[config.mk]
export PLATFORM = sky130hd
export DESIGN_NAME = ltc2333_read
export DESIGN_NICKNAME = d
export VERILOG_FILES = /design/src/rtl/ltc2333_pkg.sv /design/src/rtl/ltc2333_sync_fifo.sv /design/src/rtl/ltc2333_read.sv
export SDC_FILE = /design/constraint.sdc
export NUM_CORES = 1
export LEC_CHECK = 0
export BUFFER_PORTS_ARGS = -buffer_cell sky130_fd_sc_hd__clkbuf_2
export CAP_MARGIN = 5
export CORE_UTILIZATION = 55
export DETAILED_ROUTE_END_ITERATION = 16
export PLACE_DENSITY_LB_ADDON = 0.05
export SYNTH_ARGS = -nofsm -noshare
export SYNTH_HDL_FRONTEND = slang
export SYNTH_SLANG_ARGS = --single-unit
[constraint.sdc]
create_clock -name clk -period 2.95 [get_ports clk]
set_input_delay 0.7375 -clock clk [delete_from_list [all_inputs] [get_ports clk]]
set_output_delay 0.7375 -clock clk [all_outputs]
set_load 0.02 [all_outputs]
[src/rtl/ltc2333_pkg.sv]
// Shared types and field layout for the LTC2333 readout path.
package ltc2333_pkg;
  localparam int LTC2333_WORD_BITS = 24;
  localparam int RESULT_LSB        = 6;
  localparam int CHID_LSB          = 3;
  localparam int SPAN_LSB          = 0;

  typedef struct packed {
    logic [17:0] result;
    logic [2:0]  chid;
    logic [2:0]  span;
  } ltc2333_word_t;

  typedef enum logic {IDLE, SHIFT} rd_state_t;
endpackage

[src/rtl/ltc2333_sync_fifo.sv]
// Single-clock FIFO; head entry is presented combinationally, zero when empty.
module ltc2333_sync_fifo #(
  parameter int WIDTH = 25,
  parameter int DEPTH = 16
) (
  input  logic             clk,
  input  logic             rst,
  input  logic             push_i,
  input  logic [WIDTH-1:0] din_i,
  input  logic             pop_i,
  output logic [WIDTH-1:0] dout_o,
  output logic             empty_o,
  output logic             full_o
);
  localparam int AW = $clog2(DEPTH);

  logic [WIDTH-1:0] mem_q [DEPTH];
  logic [AW:0]      wptr_q, rptr_q;
  logic             do_push, do_pop;

  assign empty_o = (wptr_q == rptr_q);
  assign full_o  = (wptr_q[AW] != rptr_q[AW]) && (wptr_q[AW-1:0] == rptr_q[AW-1:0]);
  assign do_pop  = pop_i && !empty_o;
  // A pop frees the slot in the same cycle, so a full FIFO can still take a push.
  assign do_push = push_i && (!full_o || do_pop);
  assign dout_o  = empty_o ? '0 : mem_q[rptr_q[AW-1:0]];

  always_ff @(posedge clk) begin
    if (rst) begin
      wptr_q <= '0;
      rptr_q <= '0;
    end else begin
      if (do_push) wptr_q <= wptr_q + 1'b1;
      if (do_pop)  rptr_q <= rptr_q + 1'b1;
    end
  end

  always_ff @(posedge clk) begin
    if (do_push) mem_q[wptr_q[AW-1:0]] <= din_i;
  end
endmodule

[src/rtl/ltc2333_read.sv]
// LTC2333 receive path: oversampled scko/sdo capture, per-cnv framing, AXI-Stream out.
module ltc2333_read
  import ltc2333_pkg::*;
#(
  parameter int N_WORDS     = 8,
  parameter int WORD_BITS   = LTC2333_WORD_BITS,
  parameter int FIFO_DEPTH  = 16,
  parameter int SYNC_STAGES = 2
) (
  input  logic                 clk,
  input  logic                 rst,
  input  logic                 cnv,
  input  logic                 scko,
  input  logic                 sdo,
  output logic [WORD_BITS-1:0] m_axis_tdata,
  output logic                 m_axis_tvalid,
  input  logic                 m_axis_tready,
  output logic                 m_axis_tlast,
  output logic                 frame_err,
  output logic [15:0]          overflow_cnt,
  output logic [31:0]          frame_cnt
);
  localparam int BC_W = $clog2(WORD_BITS);
  localparam int WC_W = $clog2(N_WORDS) + 1;

  logic [SYNC_STAGES-1:0] cnv_sync_q, scko_sync_q, sdo_sync_q;
  logic                   cnv_d1_q, scko_d1_q;
  logic                   cnv_s, scko_s, sdo_s, cnv_rise, scko_rise;

  rd_state_t              state_q;
  logic [BC_W-1:0]        bit_cnt_q;
  logic [WC_W-1:0]        word_cnt_q;
  logic [WORD_BITS-2:0]   sreg_q;
  logic [WORD_BITS-1:0]   word_d;
  logic                   push_q, frame_err_q;
  logic [WORD_BITS:0]     push_data_q;
  logic [31:0]            frame_cnt_q;
  logic [15:0]            ovf_cnt_q;

  logic [WORD_BITS:0]     fifo_dout;
  logic                   fifo_empty, fifo_full, fifo_pop;

  assign cnv_s     = cnv_sync_q[SYNC_STAGES-1];
  assign scko_s    = scko_sync_q[SYNC_STAGES-1];
  assign sdo_s     = sdo_sync_q[SYNC_STAGES-1];
  assign cnv_rise  = cnv_s & ~cnv_d1_q;
  assign scko_rise = scko_s & ~scko_d1_q;
  assign word_d    = {sreg_q, sdo_s};

  // sdo shares the scko pipeline depth so the bit lines up with its edge.
  always_ff @(posedge clk) begin
    if (rst) begin
      cnv_sync_q  <= '0;
      scko_sync_q <= '0;
      sdo_sync_q  <= '0;
      cnv_d1_q    <= 1'b0;
      scko_d1_q   <= 1'b0;
    end else begin
      cnv_sync_q  <= {cnv_sync_q[SYNC_STAGES-2:0], cnv};
      scko_sync_q <= {scko_sync_q[SYNC_STAGES-2:0], scko};
      sdo_sync_q  <= {sdo_sync_q[SYNC_STAGES-2:0], sdo};
      cnv_d1_q    <= cnv_s;
      scko_d1_q   <= scko_s;
    end
  end

  always_ff @(posedge clk) begin
    if (rst) begin
      state_q     <= IDLE;
      bit_cnt_q   <= '0;
      word_cnt_q  <= '0;
      sreg_q      <= '0;
      push_q      <= 1'b0;
      push_data_q <= '0;
      frame_err_q <= 1'b0;
      frame_cnt_q <= '0;
    end else begin
      push_q      <= 1'b0;
      frame_err_q <= 1'b0;
      case (state_q)
        IDLE: begin
          if (cnv_rise) begin
            state_q    <= SHIFT;
            bit_cnt_q  <= '0;
            word_cnt_q <= '0;
            sreg_q     <= '0;
          end
        end
        SHIFT: begin
          // cnv wins over a coincident scko edge: the frame restarts.
          if (cnv_rise) begin
            frame_err_q <= 1'b1;
            bit_cnt_q   <= '0;
            word_cnt_q  <= '0;
            sreg_q      <= '0;
          end else if (scko_rise) begin
            sreg_q <= word_d[WORD_BITS-2:0];
            if (bit_cnt_q == BC_W'(WORD_BITS - 1)) begin
              push_q      <= 1'b1;
              push_data_q <= {word_cnt_q == WC_W'(N_WORDS - 1), word_d};
              bit_cnt_q   <= '0;
              word_cnt_q  <= word_cnt_q + 1'b1;
              if (word_cnt_q == WC_W'(N_WORDS - 1)) begin
                frame_cnt_q <= frame_cnt_q + 1'b1;
                state_q     <= IDLE;
              end
            end else begin
              bit_cnt_q <= bit_cnt_q + 1'b1;
            end
          end
        end
        default: state_q <= IDLE;
      endcase
    end
  end

  assign fifo_pop = m_axis_tvalid & m_axis_tready;

  always_ff @(posedge clk) begin
    if (rst) begin
      ovf_cnt_q <= '0;
    end else if (push_q && fifo_full && !fifo_pop && (ovf_cnt_q != 16'hFFFF)) begin
      ovf_cnt_q <= ovf_cnt_q + 1'b1;
    end
  end

  ltc2333_sync_fifo #(
    .WIDTH (WORD_BITS + 1),
    .DEPTH (FIFO_DEPTH)
  ) u_fifo (
    .clk     (clk),
    .rst     (rst),
    .push_i  (push_q),
    .din_i   (push_data_q),
    .pop_i   (fifo_pop),
    .dout_o  (fifo_dout),
    .empty_o (fifo_empty),
    .full_o  (fifo_full)
  );

  assign m_axis_tvalid = ~fifo_empty;
  assign m_axis_tdata  = fifo_dout[WORD_BITS-1:0];
  assign m_axis_tlast  = fifo_dout[WORD_BITS];
  assign frame_err     = frame_err_q;
  assign overflow_cnt  = ovf_cnt_q;
  assign frame_cnt     = frame_cnt_q;
endmodule

Word-level counts from Yosys, hierarchy flattened
Memory sizes are Yosys's and may differ from the RTL's. A register that Yosys moved wholly into a read port is not among the register bits.
Cells that the tools add are included.
{"block": "word_totals", "register_bits": 126, "ram_bits": 400, "in_bits": 6, "out_inout_bits": 75, "elab_cells": 83, "mem_count": 1}
{"block": "classes", "add_sub_neg": 6, "eq_ne": 9, "mux": 26, "n_bitwise": 9, "reduce_logical": 16}
{"name": "u_fifo.mem_q", "depth": 16, "word_bits": 25, "rd": 1, "rd_ports_with_merged_regs": 1, "wr": 1, "line": "ltc2333_sync_fifo.sv:17", "text": "logic [WIDTH-1:0] mem_q [DEPTH];"}
{"operator": "two-way mux 23 bit", "n": 3}
{"operator": "case mux 23 bit (2 select lines)", "n": 1}
{"operator": "adder 32 x 1 -> 32 bit, second input constant", "n": 1}
{"operator": "two-way mux 25 bit", "n": 1}
{"operator": "two-way mux 4 bit", "n": 6}
{"operator": "two-way mux 5 bit", "n": 4}
{"operator": "adder 16 x 1 -> 16 bit, second input constant", "n": 1}
{"operator": "inequality test 16 bit, second input constant", "n": 1}
{"operator": "adder 5 x 1 -> 5 bit, second input constant", "n": 3}
{"operator": "case mux 5 bit (2 select lines)", "n": 1}
{"operator": "two-way mux 1 bit", "n": 8}
{"operator": "case mux 4 bit (2 select lines)", "n": 1}
{"operator": "logical AND 1 bit", "n": 6}
{"operator": "inverter 1 bit", "n": 6}
{"operator": "== test 5 bit", "n": 1}
{"operator": "== test 5 bit, second input constant", "n": 1}
{"operator": "AND reduction 5 bit", "n": 1}
{"operator": "adder 4 x 1 -> 4 bit, second input constant", "n": 1}
{"operator": "== test 4 x 3 -> 1 bit, second input constant", "n": 1}
{"operator": "== test 4 bit", "n": 1}
{"operator": "AND reduction 4 bit", "n": 1}
{"operator": "OR reduction 4 bit", "n": 1}
{"operator": "AND 1 bit", "n": 3}
{"operator": "zero test 1 bit", "n": 3}
{"operator": "9 further kinds", "n": 9}

Logic depth before layout (Yosys ltp)
Gate-level depths: netlist (run 1).
{"block": "logic_depth", "depth_word": 8, "ltp_mapped": 8, "ltp_nobuf": 6}

By module
Synthesis (run 1) repeated with hierarchy kept, for this count alone.
{"block": "unflattened", "hier_cells": 1258, "hier_area_um2": 20412.1}
{"module": "ltc2333_sync_fifo", "n_inst": 1, "cells_each": 704, "area_each_um2": 15677.5, "seq_area_each_um2": 12291.8}
{"module": "ltc2333_read", "n_inst": 1, "cells_each": 554, "area_each_um2": 4734.5, "seq_area_each_um2": 2322.2}

Worst setup path before layout (run 1)
No wires, ideal clock.
{"block": "synth_path", "kind": "register to register", "from": "reg u_fifo.wptr_q[4]", "to": "mem u_fifo.mem_q[3][0] (enable)", "setup_time_ns": 0.438, "arrival_ns": 2.796, "required_time_ns": 2.512, "setup_slack_ns": -0.285, "stages_incl_launch_ff": 5, "n_path_buf": 0, "synth_period_minus_slack_ns": 3.235, "path_cell_list": "dfxtp_1 -> xnor2_1 -> or2_2 -> o211ai_1 -> nor3_1"}
{"block": "synth_between", "elab_chain_cells": 8, "elab_cells_between_ends": 12, "cone_classes": "eq/ne: 2; mux: 2; bitwise: 2; reduce/logical: 6"}
{"item": "start: declaration", "line": "ltc2333_sync_fifo.sv:18", "text": "logic [AW:0] wptr_q, rptr_q;"}
{"item": "start signal: assignment", "line": "ltc2333_sync_fifo.sv:33", "text": "if (do_push) wptr_q <= wptr_q + 1'b1;"}
{"item": "== test 5 bit", "line": "ltc2333_sync_fifo.sv:21", "text": "assign empty_o = (wptr_q == rptr_q);"}
{"item": "inverter 1 bit", "line": "ltc2333_read.sv:141", "text": "assign m_axis_tvalid = ~fifo_empty;"}
{"item": "AND 1 bit", "line": "ltc2333_read.sv:117", "text": "assign fifo_pop = m_axis_tvalid & m_axis_tready;"}
{"item": "logical AND 1 bit", "line": "ltc2333_sync_fifo.sv:23", "text": "assign do_pop = pop_i && !empty_o;"}
{"item": "logical OR 1 bit (*)", "line": "ltc2333_sync_fifo.sv:25", "text": "assign do_push = push_i && (!full_o || do_pop);"}
{"item": "logical AND 1 bit (*)", "line": "ltc2333_sync_fifo.sv:25"}
{"item": "two-way mux 1 bit (*)", "line": "ltc2333_sync_fifo.sv:39", "text": "if (do_push) mem_q[wptr_q[AW-1:0]] <= din_i;"}
{"item": "two-way mux 1 bit (not written as such) (*)", "line": "ltc2333_sync_fifo.sv:39"}
{"item": "end: declaration", "line": "ltc2333_sync_fifo.sv:17"}
Every way passes the cells marked *; elsewhere a longest branch is shown, timed or not.

==> results of run 1 <==
[layer usage]
layer / GRT usage [%] / vias up
met3: 4.911 / 56
li1: - / 5207
met5: 0 / -
met1: 32.69 / 5830
met4: 6.820 / 0
met2: 40.67 / 311
[power by group through the flow]
stage               clock network, uW  logic [uW]  registers, uW
global placement                    0        53.1           8080
CTS                              6890        53.9           7920
floorplan                           0        34.4           8080
global route                     7160        58.1           7910
detailed placement                  0        53.5           8080
finish                           6770        52.6           7920
[sequential cells by signal (all words and copies together), names as in the netlist, named ones only]
register,cells
bit_cnt_q,5
cnv_d1_q,1
cnv_sync_q,2
frame_cnt,32
frame_err,1
overflow_cnt,16
push_data_q,25
push_q,1
scko_d1_q,1
scko_sync_q,2
sdo_sync_q,2
sreg_q,23
state_q,1
u_fifo.mem_q,400
u_fifo.rptr_q,5
u_fifo.wptr_q,5
word_cnt_q,4
[final timing paths]
path	from	to	slack, ns
hold reg to reg	sdo_sync_q[0]	sdo_sync_q[1]	0.44
hold / removal	scko	scko_sync_q[0]	0.36
setup / recovery	flip-flop	m_axis_tdata[16]	-0.16
setup reg to reg	u_fifo.wptr_q[2]	u_fifo.mem_q[2][9]	0.68
[synth_stat cells (17+ instances only)]
cell type	number
dfxtp_1	130
nand3_1	23
buf_2	17
a22oi_1	50
edfxtp_1	400
nand4_1	23
or3_1	25
o21ai_0	23
xnor2_1	17
nor2_1	49
xor2_1	17
clkbuf_1	50
and3_1	21
a21oi_1	110
nand2_1	117
mux4_2	100
[repair_timing]
action / in CTS / in global routing
pin swaps: 8 / 10
cloned: 5 / 1
buffers inserted: 10 / 0
setup endpoints to repair: 25 / 26
gates resized for setup: 48 / 33
[cell type report]
| type | count | area (um2) | area share (%) |
|---|---|---|---|
| flip-flops and latches | 530 | 14630 | 60.73 |
| multi-input cells | 659 | 5652 | 23.47 |
| clock buffers | 83 | 1560 | 6.479 |
| well taps | 468 | 585.6 | 2.432 |
| repair buffers | 145 | 1419 | 5.892 |
| clock inverters | 15 | 212.7 | 0.8833 |
| inverters | 7 | 26.28 | 0.1091 |
[logic make-up after synthesis]
logic type | Yosys count
mux | 105
xor+xnor | 34
fa+ha+maj | 9
simple gates | 318
compound gates | 193
buf+inv | 84
flops | 530
[metrics by stage]
step                      utilization, %  setup TNS, ns  area [um2]  worst slack, ns  power (uW)
after floorplan                        -              0       20400           0.2530        8111
after global placement             59.64              0       21780           0.3798        8128
after global routing               65.93         -4.711       24080          -0.2445       15130
after detailed placement           59.64              0       21780           0.3536        8129
after CTS                          65.68         -3.641       23990          -0.1867       14860
final                              65.93         -2.567       24080          -0.1641       14740
==> reports/results.ini, run 1 <==
[pwr]
p_sw_share_pct = 18.70
p_per_area_nw_per_um2 = 612.2
p_sw_uw = 2757
p_leak_uw = 0.007852
p_seq_share_pct = 53.7
intPower_uw = 11990
p_comb_share_pct = 0.4
clockPowerShare_pct = 46.0
vdd_drop_max_uv = 448.8

[drt]
wl_met1_um = 19140
post_drt_wl_per_cell_um = 23.54
drt_iter0_drc = 960
routed-wl-met2_um = 22440
avgViaCountPerCell = 5.980
ant_nets = 0
wl_met3_um = 2430
via_count = 11400
drc = 0
wirelength_um = 44890
firstDrtPassIters = 5
top_layer = met4

[logic_synthesis]
synth_fp_nets = 1288
yosysWarnings = 0
yosysTopAreaCellShare_pct = 58.90
ys_ff_latch = 530
async_reset_ff_share_pct = 0
synth_xor_area_share_pct = 1.460
ys.flop_type = edfxtp_1
muxShareOfSynthArea_pct = 11.29
synthSimpleGateAreaFrac_pct = 7.859
netlist_area_um2 = 20390
avgSynthCellArea_um2 = 16.02
synth_fa_ha_area_share_pct = 0.5521
syn_inst = 1273
synth_compound_area_share_pct = 5.485
synth_top_family_by_area = multiplexers
synth_top_cell_by_area = edfxtp_1
yosysUniqueCellTypes = 47
synth-edff-count = 400
ys_seq_area_share_pct = 71.66
synthTopCellsByArea = edfxtp_1 59%, dfxtp_1 13%, mux4_2 11%

[critical_path]
crit_type = reg2out
crit_chain = buf_16 -> buf_8 -> buf_6 -> mux4_2 -> a22oi_2 -> a21oi_1 -> buf_4
end_kind = primary output
slowest_delay_ns = 0.49
path_max_fanout = 6
cp.depth = 7
slowest_stage = mux4_2
cp_data_arrival_time_ns = 2.38
critical_path_buf_inv_count = 4
required_ns = 2.21
cpLargestDelayFamily = buffers and inverters
start_kind = flip-flop
reg2regPathDepth = 7

[floorplan]
die_x_um = 194.6
rows = 70
core_area_um2 = 36520
dieArea_um2 = 37860
start_util_pct = 55.84
io_pins = 81
fp.dieH_um = 194.6

[sta]
drv_slew = 0
slew_headroom_pct = 61.88
clock_skew_ns = 0.01324
hold_ws_ns = 0.3574
worst_slew_pin_slew_ns = 0.5711
rsz0062_at_grt = true
fin_crit_ns = 3.114
fmax_mhz = 321.1
hold_violations = 0
fin_crit_sh_pct = 105.6
finalSetupViolations = 25
fin_ws_ns = -0.1641

[status]
outcome = finished with violations
violations = negative setup slack

[flow_run]
drv_cap = 0

[final_layout]
nets = 1410
num_antenna_cells = 0
final_cell_mix = 400 x edfxtp_1, 125 x dfxtp_1, 117 x nand2_1
drive_gt1_share_pct = 26.82
finalNonFillerCells = 1907
final_common_cell = edfxtp_1
area_delta_synth_final_pct = 18.07
nFillCells = 2547

[clock_network]
hold_buffers = 0
htreeDepth = 2
clockBufferDepth = 3
clock-sinks = 530
numCtsBuffers = 52
clkTransAtPathRegs_ns = 0.06
clk_latency_ns = 0.59
cts_tree = done
clock-root-buffer = clkbuf_16

[global_routing]
grt_usage_pct = 24.36
grt_overflow = 0
grt_max_degree = 44
grt_pass1_wl_um = 67950
antenna_found_initial = 0
grt_pass1_vias = 11240

[place]
portBuffers = 80
dp_hpwl_um = 24310
place_congestion = 0.7494
dp.cells = 1793

[worst_hold_path]
hp-class = in2reg
whs_path_depth = 2

No activity file was read; power rests on OpenSTA's default activity.
==> run 2: changes to the inputs <==
--- a/config.mk
+++ b/config.mk
@@ -7,6 +7,7 @@
 export LEC_CHECK = 0
 export BUFFER_PORTS_ARGS = -buffer_cell sky130_fd_sc_hd__clkbuf_2
 export CAP_MARGIN = 5
+export CORE_ASPECT_RATIO = 1.1
 export CORE_UTILIZATION = 55
 export DETAILED_ROUTE_END_ITERATION = 16
 export PLACE_DENSITY_LB_ADDON = 0.05
==> run 2 against run 1 <==
Compared with the run above: the run still ends with negative setup slack left; critical path depth unchanged; via count increased by 1.9%; count of clock-buffer cells in the layout decreased by 11; utilization increased by 0.97 points; design area increased by 0.99%; global-route usage increased by 1.2 points; sequential share of layout area decreased by 0.60 points; non-clock buffer count decreased by 1; final cell count increased by 0.94%; setup slack improved by 0.018 ns; critical path type unchanged.
==> reports/results.ini, run 2 (synthesized netlist as in run 1, its figures left out) <==
[pwr]
p_leak_uw = 0.007841  ; -0.14%
p_per_area_nw_per_um2 = 591.4  ; -3.4%
vdd_drop_max_uv = 415.4  ; -7.4%

[sta]
hold_violations = 0  ; unchanged
rsz0062_at_grt = true
tns_ns = -2.359  ; +0.2079 ns
fmax_mhz = 323.0  ; +0.60%
clock_skew_ns = 0.01850  ; +0.005254 ns
fin_crit_ns = 3.096  ; -0.01843 ns
fin_crit_sh_pct = 104.9  ; -0.62 points
slew_headroom_pct = 59.65  ; -2.2 points
finalSetupViolations = 25  ; unchanged
worst_slew_pin_slew_ns = 0.6025  ; +0.03147 ns
fin_ws_ns = -0.1457  ; +0.01843 ns
drv_slew = 0  ; unchanged

[global_routing]
grt_max_degree = 61  ; +39%
grt_usage_pct = 25.53  ; +1.2 points
grt_pass1_wl_um = 70390  ; +3.6%
antenna_found_initial = 0  ; unchanged
grt_pass1_vias = 11670  ; +3.9%
grt_overflow = 0  ; unchanged

[critical_path]
required_ns = 2.21  ; about the same
crit_type = reg2out
reg2regPathDepth = 6  ; -1
start_kind = flip-flop
path_max_fanout = 8  ; +2
end_kind = primary output
cp_data_arrival_time_ns = 2.36  ; -0.02 ns

[clock_network]
hold_buffers = 0  ; unchanged
clkTransAtPathRegs_ns = 0.06  ; about the same
htreeDepth = 2  ; unchanged
cts_tree = done
clock-root-buffer = clkbuf_16
clock-sinks = 530  ; unchanged
clockBufferDepth = 3  ; unchanged
clk_latency_ns = 0.58  ; about the same
numCtsBuffers = 52  ; unchanged

[final_layout]
final_cell_mix = 400 x edfxtp_1, 125 x dfxtp_1, 117 x nand2_1
drive_gt1_share_pct = 28.72  ; +1.9 points
final_util_pct = 66.90  ; +0.97 points
num_antenna_cells = 0  ; unchanged
final_common_cell = edfxtp_1
area_delta_synth_final_pct = 19.25
nets = 1409  ; -0.071%
largest_reg_flops = 400  ; unchanged
finalNonFillerCells = 1925  ; +0.94%

[drt]
firstDrtPassIters = 5  ; unchanged
post_drt_wl_per_cell_um = 24.30  ; +3.2%
ant_nets = 0  ; unchanged
via_count = 11620  ; +1.9%
drc = 0  ; unchanged
avgViaCountPerCell = 6.034  ; +0.90%
wirelength_um = 46780  ; +4.2%
drt_iter0_drc = 966  ; +0.63%

[floorplan]
core_area_um2 = 36350  ; -0.47%
dieArea_um2 = 37860  ; about the same
io_pins = 81  ; unchanged
die_x_um = 185.6  ; -4.6%
fp.dieH_um = 204.0  ; +4.8%
rows = 73  ; +4.3%
start_util_pct = 56.10  ; +0.26 points

[worst_hold_path]
hp-class = in2reg
whs_path_depth = 2  ; unchanged

[status]
outcome = finished with violations
violations = negative setup slack

[place]
place_congestion = 0.7391  ; -1.4%
dp.cells = 1806  ; +0.73%
dp_hpwl_um = 23100  ; -5.0%
portBuffers = 80  ; unchanged

[flow_run]
drv_cap = 0  ; unchanged

run 2: cell count changes in the layout (fill, tap and decap cells not counted), sizes merged:
| cell | previous run | this run |
|---|---|---|
| bufinv | 5 | 2 |
| inv | 8 | 7 |
| clkinv | 9 | 20 |
| clkinvlp | 0 | 4 |
| clkbuf | 146 | 135 |
| buf | 82 | 81 |
run 2: path summary, 6_finish.rpt:
kind                      start  slack (ns)        endpoint
hold / removal             scko        0.36  scko_sync_q[0]
hold reg to reg   sdo_sync_q[0]        0.43   sdo_sync_q[1]
setup / recovery      flip-flop       -0.15    m_axis_tlast
setup reg to reg   bit_cnt_q[0]        0.64   frame_cnt[23]
run 2: final cells by class:
| cell class | count | area (um2) |
|---|---|---|
| repair buffers | 144 | 1604 |
| flip-flops and latches | 530 | 14630 |
| clock inverters | 26 | 185.2 |
| inverters | 7 | 26.28 |
| well taps | 487 | 609.3 |
| multi-input cells | 659 | 5791 |
| fillers | 2604 | 12030 |
| clock buffers | 72 | 1479 |
run 2: critical path, stage by stage (launching register included):
cell	delay (ns)
dfxtp_4	0.37
buf_12	0.12
buf_8	0.13
buf_16	0.15
mux4_2	0.51
a22oi_2	0.24
a21oi_4	0.11
buf_8	0.14
run 2: timing repair:
| item | CTS | global route |
|---|---|---|
| endpoints found under the setup margin | 26 | 26 |
| pin swaps | 22 | 31 |
| cloned | 9 | 4 |
| buffers inserted | 8 | 0 |
| resized for setup | 70 | 70 |
run 2: power breakdown:
group	total, uW	switching, uW	internal (uW)	leakage [uW]
Sequential	7920	2.20	7910	0.00476
Clock	6420	2740	3670	0.000807
Combinational	52.9	41.8	11.1	0.00228
Total	14400	2790	11600	0.00784
run 2: stage by stage:
stage	hold slack, ns	power [uW]	instance area [um2]	setup slack, ns
after floorplan	0.4138	8111	20400	0.2530
after CTS	0.3437	14460	24020	-0.1635
final	0.3622	14380	24320	-0.1457
after global routing	0.3802	14750	24320	-0.2041
after detailed placement	0.4239	8129	21720	0.3979
after global placement	0.4173	8128	21720	0.4032
run 2: metal layers:
layer  wire length, um  GRT usage (%)  vias to the layer above
met5                 0              0                        -
met4               981          7.172                        0
met3              2609          3.314                       70
met2             23720          43.37                      360
met1             19470          34.70                     5983
li1                  -              -                     5202
==> run 3: changes to the inputs <==
--- a/config.mk
+++ b/config.mk
@@ -5,10 +5,12 @@
 export SDC_FILE = /design/constraint.sdc
 export NUM_CORES = 1
 export LEC_CHECK = 0
+export ABC_AREA = 1
 export BUFFER_PORTS_ARGS = -buffer_cell sky130_fd_sc_hd__clkbuf_2
 export CAP_MARGIN = 5
 export CORE_ASPECT_RATIO = 1.1
 export CORE_UTILIZATION = 55
+export CTS_CLUSTER_DIAMETER = 80
 export DETAILED_ROUTE_END_ITERATION = 16
 export PLACE_DENSITY_LB_ADDON = 0.05
 export SYNTH_ARGS = -nofsm -noshare
==> run 3 against run 2 <==
Compared with the run above: the flow still finishes with violations (negative setup slack); flip-flop and latch count did not move; global-route usage is 0.35 points higher; total power is 9.9% higher; routed wire length up 13%; count of clock-buffer cells in the layout increased by 6; clock power rose by 3.3%; clock skew decreased by 0.0030 ns; via count rose by 33%; first-iteration DRC count rose by 13%; final cell count increased by 44%; synthesized area rose by 8.4%; critical endpoint is now m_axis_tdata[3].
==> reports/results.ini, run 3 <==
[sta]
fmax_mhz = 335.6  ; +3.9%
fin_ws_ns = -0.03008  ; +0.1156 ns
worst_slew_pin_slew_ns = 0.6664  ; +0.06382 ns
drv_slew = 0  ; unchanged
finalSetupViolations = 1  ; -96%
clock_skew_ns = 0.01551  ; -0.002989 ns
slew_headroom_pct = 55.52  ; -4.1 points
tns_ns = -0.03008  ; +2.329 ns
rsz0062_at_grt = true
fin_crit_sh_pct = 101.0  ; -3.9 points
hold_violations = 0  ; unchanged
fin_crit_ns = 2.980  ; -0.1156 ns

[pwr]
p_per_area_nw_per_um2 = 613.1  ; +3.7%
vdd_drop_max_uv = 535.3  ; +29%
p_leak_uw = 0.009292  ; +19%

[place]
dp_hpwl_um = 28540  ; +24%
portBuffers = 80  ; unchanged
place_congestion = 0.8501  ; +15%
dp.cells = 2666  ; +48%
place_area_um2 = 23460  ; +8.0%

[logic_synthesis]
yosysWarnings = 0  ; unchanged
ys_seq_area_share_pct = 66.07  ; -5.6 points
ys_ff_latch = 530  ; unchanged
yosysMostFrequentCell = edfxtp_1
synth-edff-count = 400  ; unchanged
synth_fp_nets = 2154  ; +67%
synth_top_cell_by_area = edfxtp_1
ys.flop_type = edfxtp_1
ys_top_cells_by_count = 400 x edfxtp_1, 379 x nand2_1, 274 x inv_1
avgSynthCellArea_um2 = 10.34  ; -35%
async_reset_ff_share_pct = 0  ; unchanged
yosysUniqueCellTypes = 34  ; -28%
syn_inst = 2139  ; +68%
netlist_area_um2 = 22120  ; +8.4%
yosysTopAreaCellShare_pct = 54.31  ; -4.6 points
synthTopCellsByArea = edfxtp_1 54%, dfxtp_1 12%, nand2_1 6.4%

[worst_hold_path]
whs_path_depth = 3  ; +1
worstHoldEndpoint = sdo_sync_q[0]
hold_start = sdo
hp-class = in2reg

[global_routing]
antenna_found_initial = 0  ; unchanged
grt_max_degree = 51  ; -16%
grt_pass1_vias = 14840  ; +27%
grt_usage_pct = 25.88  ; +0.35 points
grt_overflow = 0  ; unchanged
grt_pass1_wl_um = 82170  ; +17%

[drt]
wirelength_um = 53000  ; +13%
drt_iter0_drc = 1093  ; +13%
ant_nets = 0  ; unchanged
drc = 0  ; unchanged
post_drt_wl_per_cell_um = 19.09  ; -21%
avgViaCountPerCell = 5.544  ; -8.1%
firstDrtPassIters = 7  ; +2
via_count = 15400  ; +33%

[final_layout]
area_delta_synth_final_pct = 16.56
design_area_um2 = 25780  ; +6.0%
largest_reg_flops = 400  ; unchanged
num_antenna_cells = 0  ; unchanged
nets = 2244  ; +59%
final_cell_mix = 400 x edfxtp_1, 379 x nand2_1, 272 x inv_1
final_common_cell = edfxtp_1
drive_gt1_share_pct = 13.92  ; -15 points
finalNonFillerCells = 2777  ; +44%

[floorplan]
start_util_pct = 56.18  ; +0.079 points
die_x_um = 193.2  ; +4.1%
fp.dieH_um = 212.3  ; +4.1%
rows = 76  ; +4.1%
io_pins = 81  ; unchanged
core_area_um2 = 39370  ; +8.3%
dieArea_um2 = 41020  ; +8.4%

[clock_network]
clockBufferDepth = 3  ; unchanged
clkTransAtPathRegs_ns = 0.06  ; about the same
clk_latency_ns = 0.59  ; about the same
clock-root-buffer = clkbuf_16
htreeDepth = 2  ; unchanged
cts_tree = done
clock-sinks = 530  ; unchanged
numCtsBuffers = 52  ; unchanged
hold_buffers = 0  ; unchanged

[critical_path]
path_max_fanout = 43  ; +35
crit_type = reg2out
reg2regPathDepth = 8  ; +2
cp_data_arrival_time_ns = 2.24  ; -0.12 ns
start_kind = flip-flop
end_kind = primary output
r2r_start = u_fifo.wptr_q[3]
rrSetupSlack_ns = 0.68  ; +0.04 ns
r2r-end = u_fifo.mem_q[13][18]
required_ns = 2.21  ; about the same

[flow_run]
drv_cap = 0  ; unchanged

[status]
violations = negative setup slack
outcome = finished with violations

run 3: changes by cell type in the layout (fill, tap and decap cells not counted), sizes merged, moves of 79 or more:
cell and change:
nand2 +266, o21ai +104, o211ai +99, mux4 -100, inv +271, nor2 +93, a21oi +79, nand3 +194
run 3: worst max-delay path: stages, from the launching register on:
cell	delay (ns)
dfxtp_4	0.41
buf_4	0.17
buf_16	0.17
a21oi_1	0.18
o21ai_0	0.14
nand3_1	0.13
nand3_2	0.10
a21oi_4	0.20
buf_6	0.14
run 3: stage by stage:
stage          power, uW  worst slack, ns  utilization [%]  hold slack (ns)
5_1_grt            16300          -0.1346            65.48           0.3297
4_1_cts            15780        -0.003738            64.59           0.3088
6_report           15810         -0.03008            65.48           0.3332
2_1_floorplan       8798           0.1802                -           0.3883
3_3_place_gp        9073           0.4053            59.59           0.3923
3_5_place_dp        9090           0.4015            59.59           0.3954
run 3: cells by family (layout without fill, tap and decap cells):
logic type | Yosys count | after routing | synth area share (%)
and+or+nand+nor | 769 | 769 | 14.85
DFF | 530 | 530 | 66.07
AOI/OAI and AO/OA | 421 | 421 | 10.81
buffers and inverters | 390 | 521 | 6.964
xor gates and xnor gates | 20 | 20 | 0.7920
adders and majority gates | 9 | 9 | 0.5091
run 3: how the worst max path moves through the flow:
stage                  start            endpoint  slack (ns)  cells past startpoint
2_1_floorplan  m_axis_tready  u_fifo.mem_q[0][0]        0.18                      6
3_3_place_gp       flip-flop    m_axis_tdata[21]        0.41                      6
3_5_place_dp       flip-flop    m_axis_tdata[21]        0.40                      6
4_1_cts            flip-flop    m_axis_tdata[15]      -0.004                      8
5_1_grt            flip-flop     m_axis_tdata[3]       -0.13                      8
6_report           flip-flop     m_axis_tdata[3]       -0.03                      8
run 3: cell type report:
class | instances | area, um2
multi-input combinational | 1219 | 6269
clock inverter | 17 | 188.9
sequential | 530 | 14630
timing repair buffer | 147 | 1490
fill | 3078 | 13590
inverter | 279 | 1055
clock buffer | 78 | 1511
tap | 507 | 634.4
run 3: routing by layer:
| metal | global-route usage, % | wire length (um) |
|---|---|---|
| met3 | 3.347 | 2723 |
| met5 | 0 | 0 |
| met2 | 43.84 | 26290 |
| met4 | 8.883 | 1349 |
| met1 | 34.66 | 22640 |
run 3: where the power goes:
group | switching [uW] | leakage (uW) | internal (uW)
Combinational | 746 | 0.00293 | 488
Sequential | 21.3 | 0.00552 | 7920
Clock | 2750 | 0.000837 | 3880
run 3: what timing repair did:
item,4_1_cts,5_1_grt
buffers inserted,10,0
resized for setup,32,101
setup endpoints to repair,25,25
pin swaps,2,11
cloned,2,4
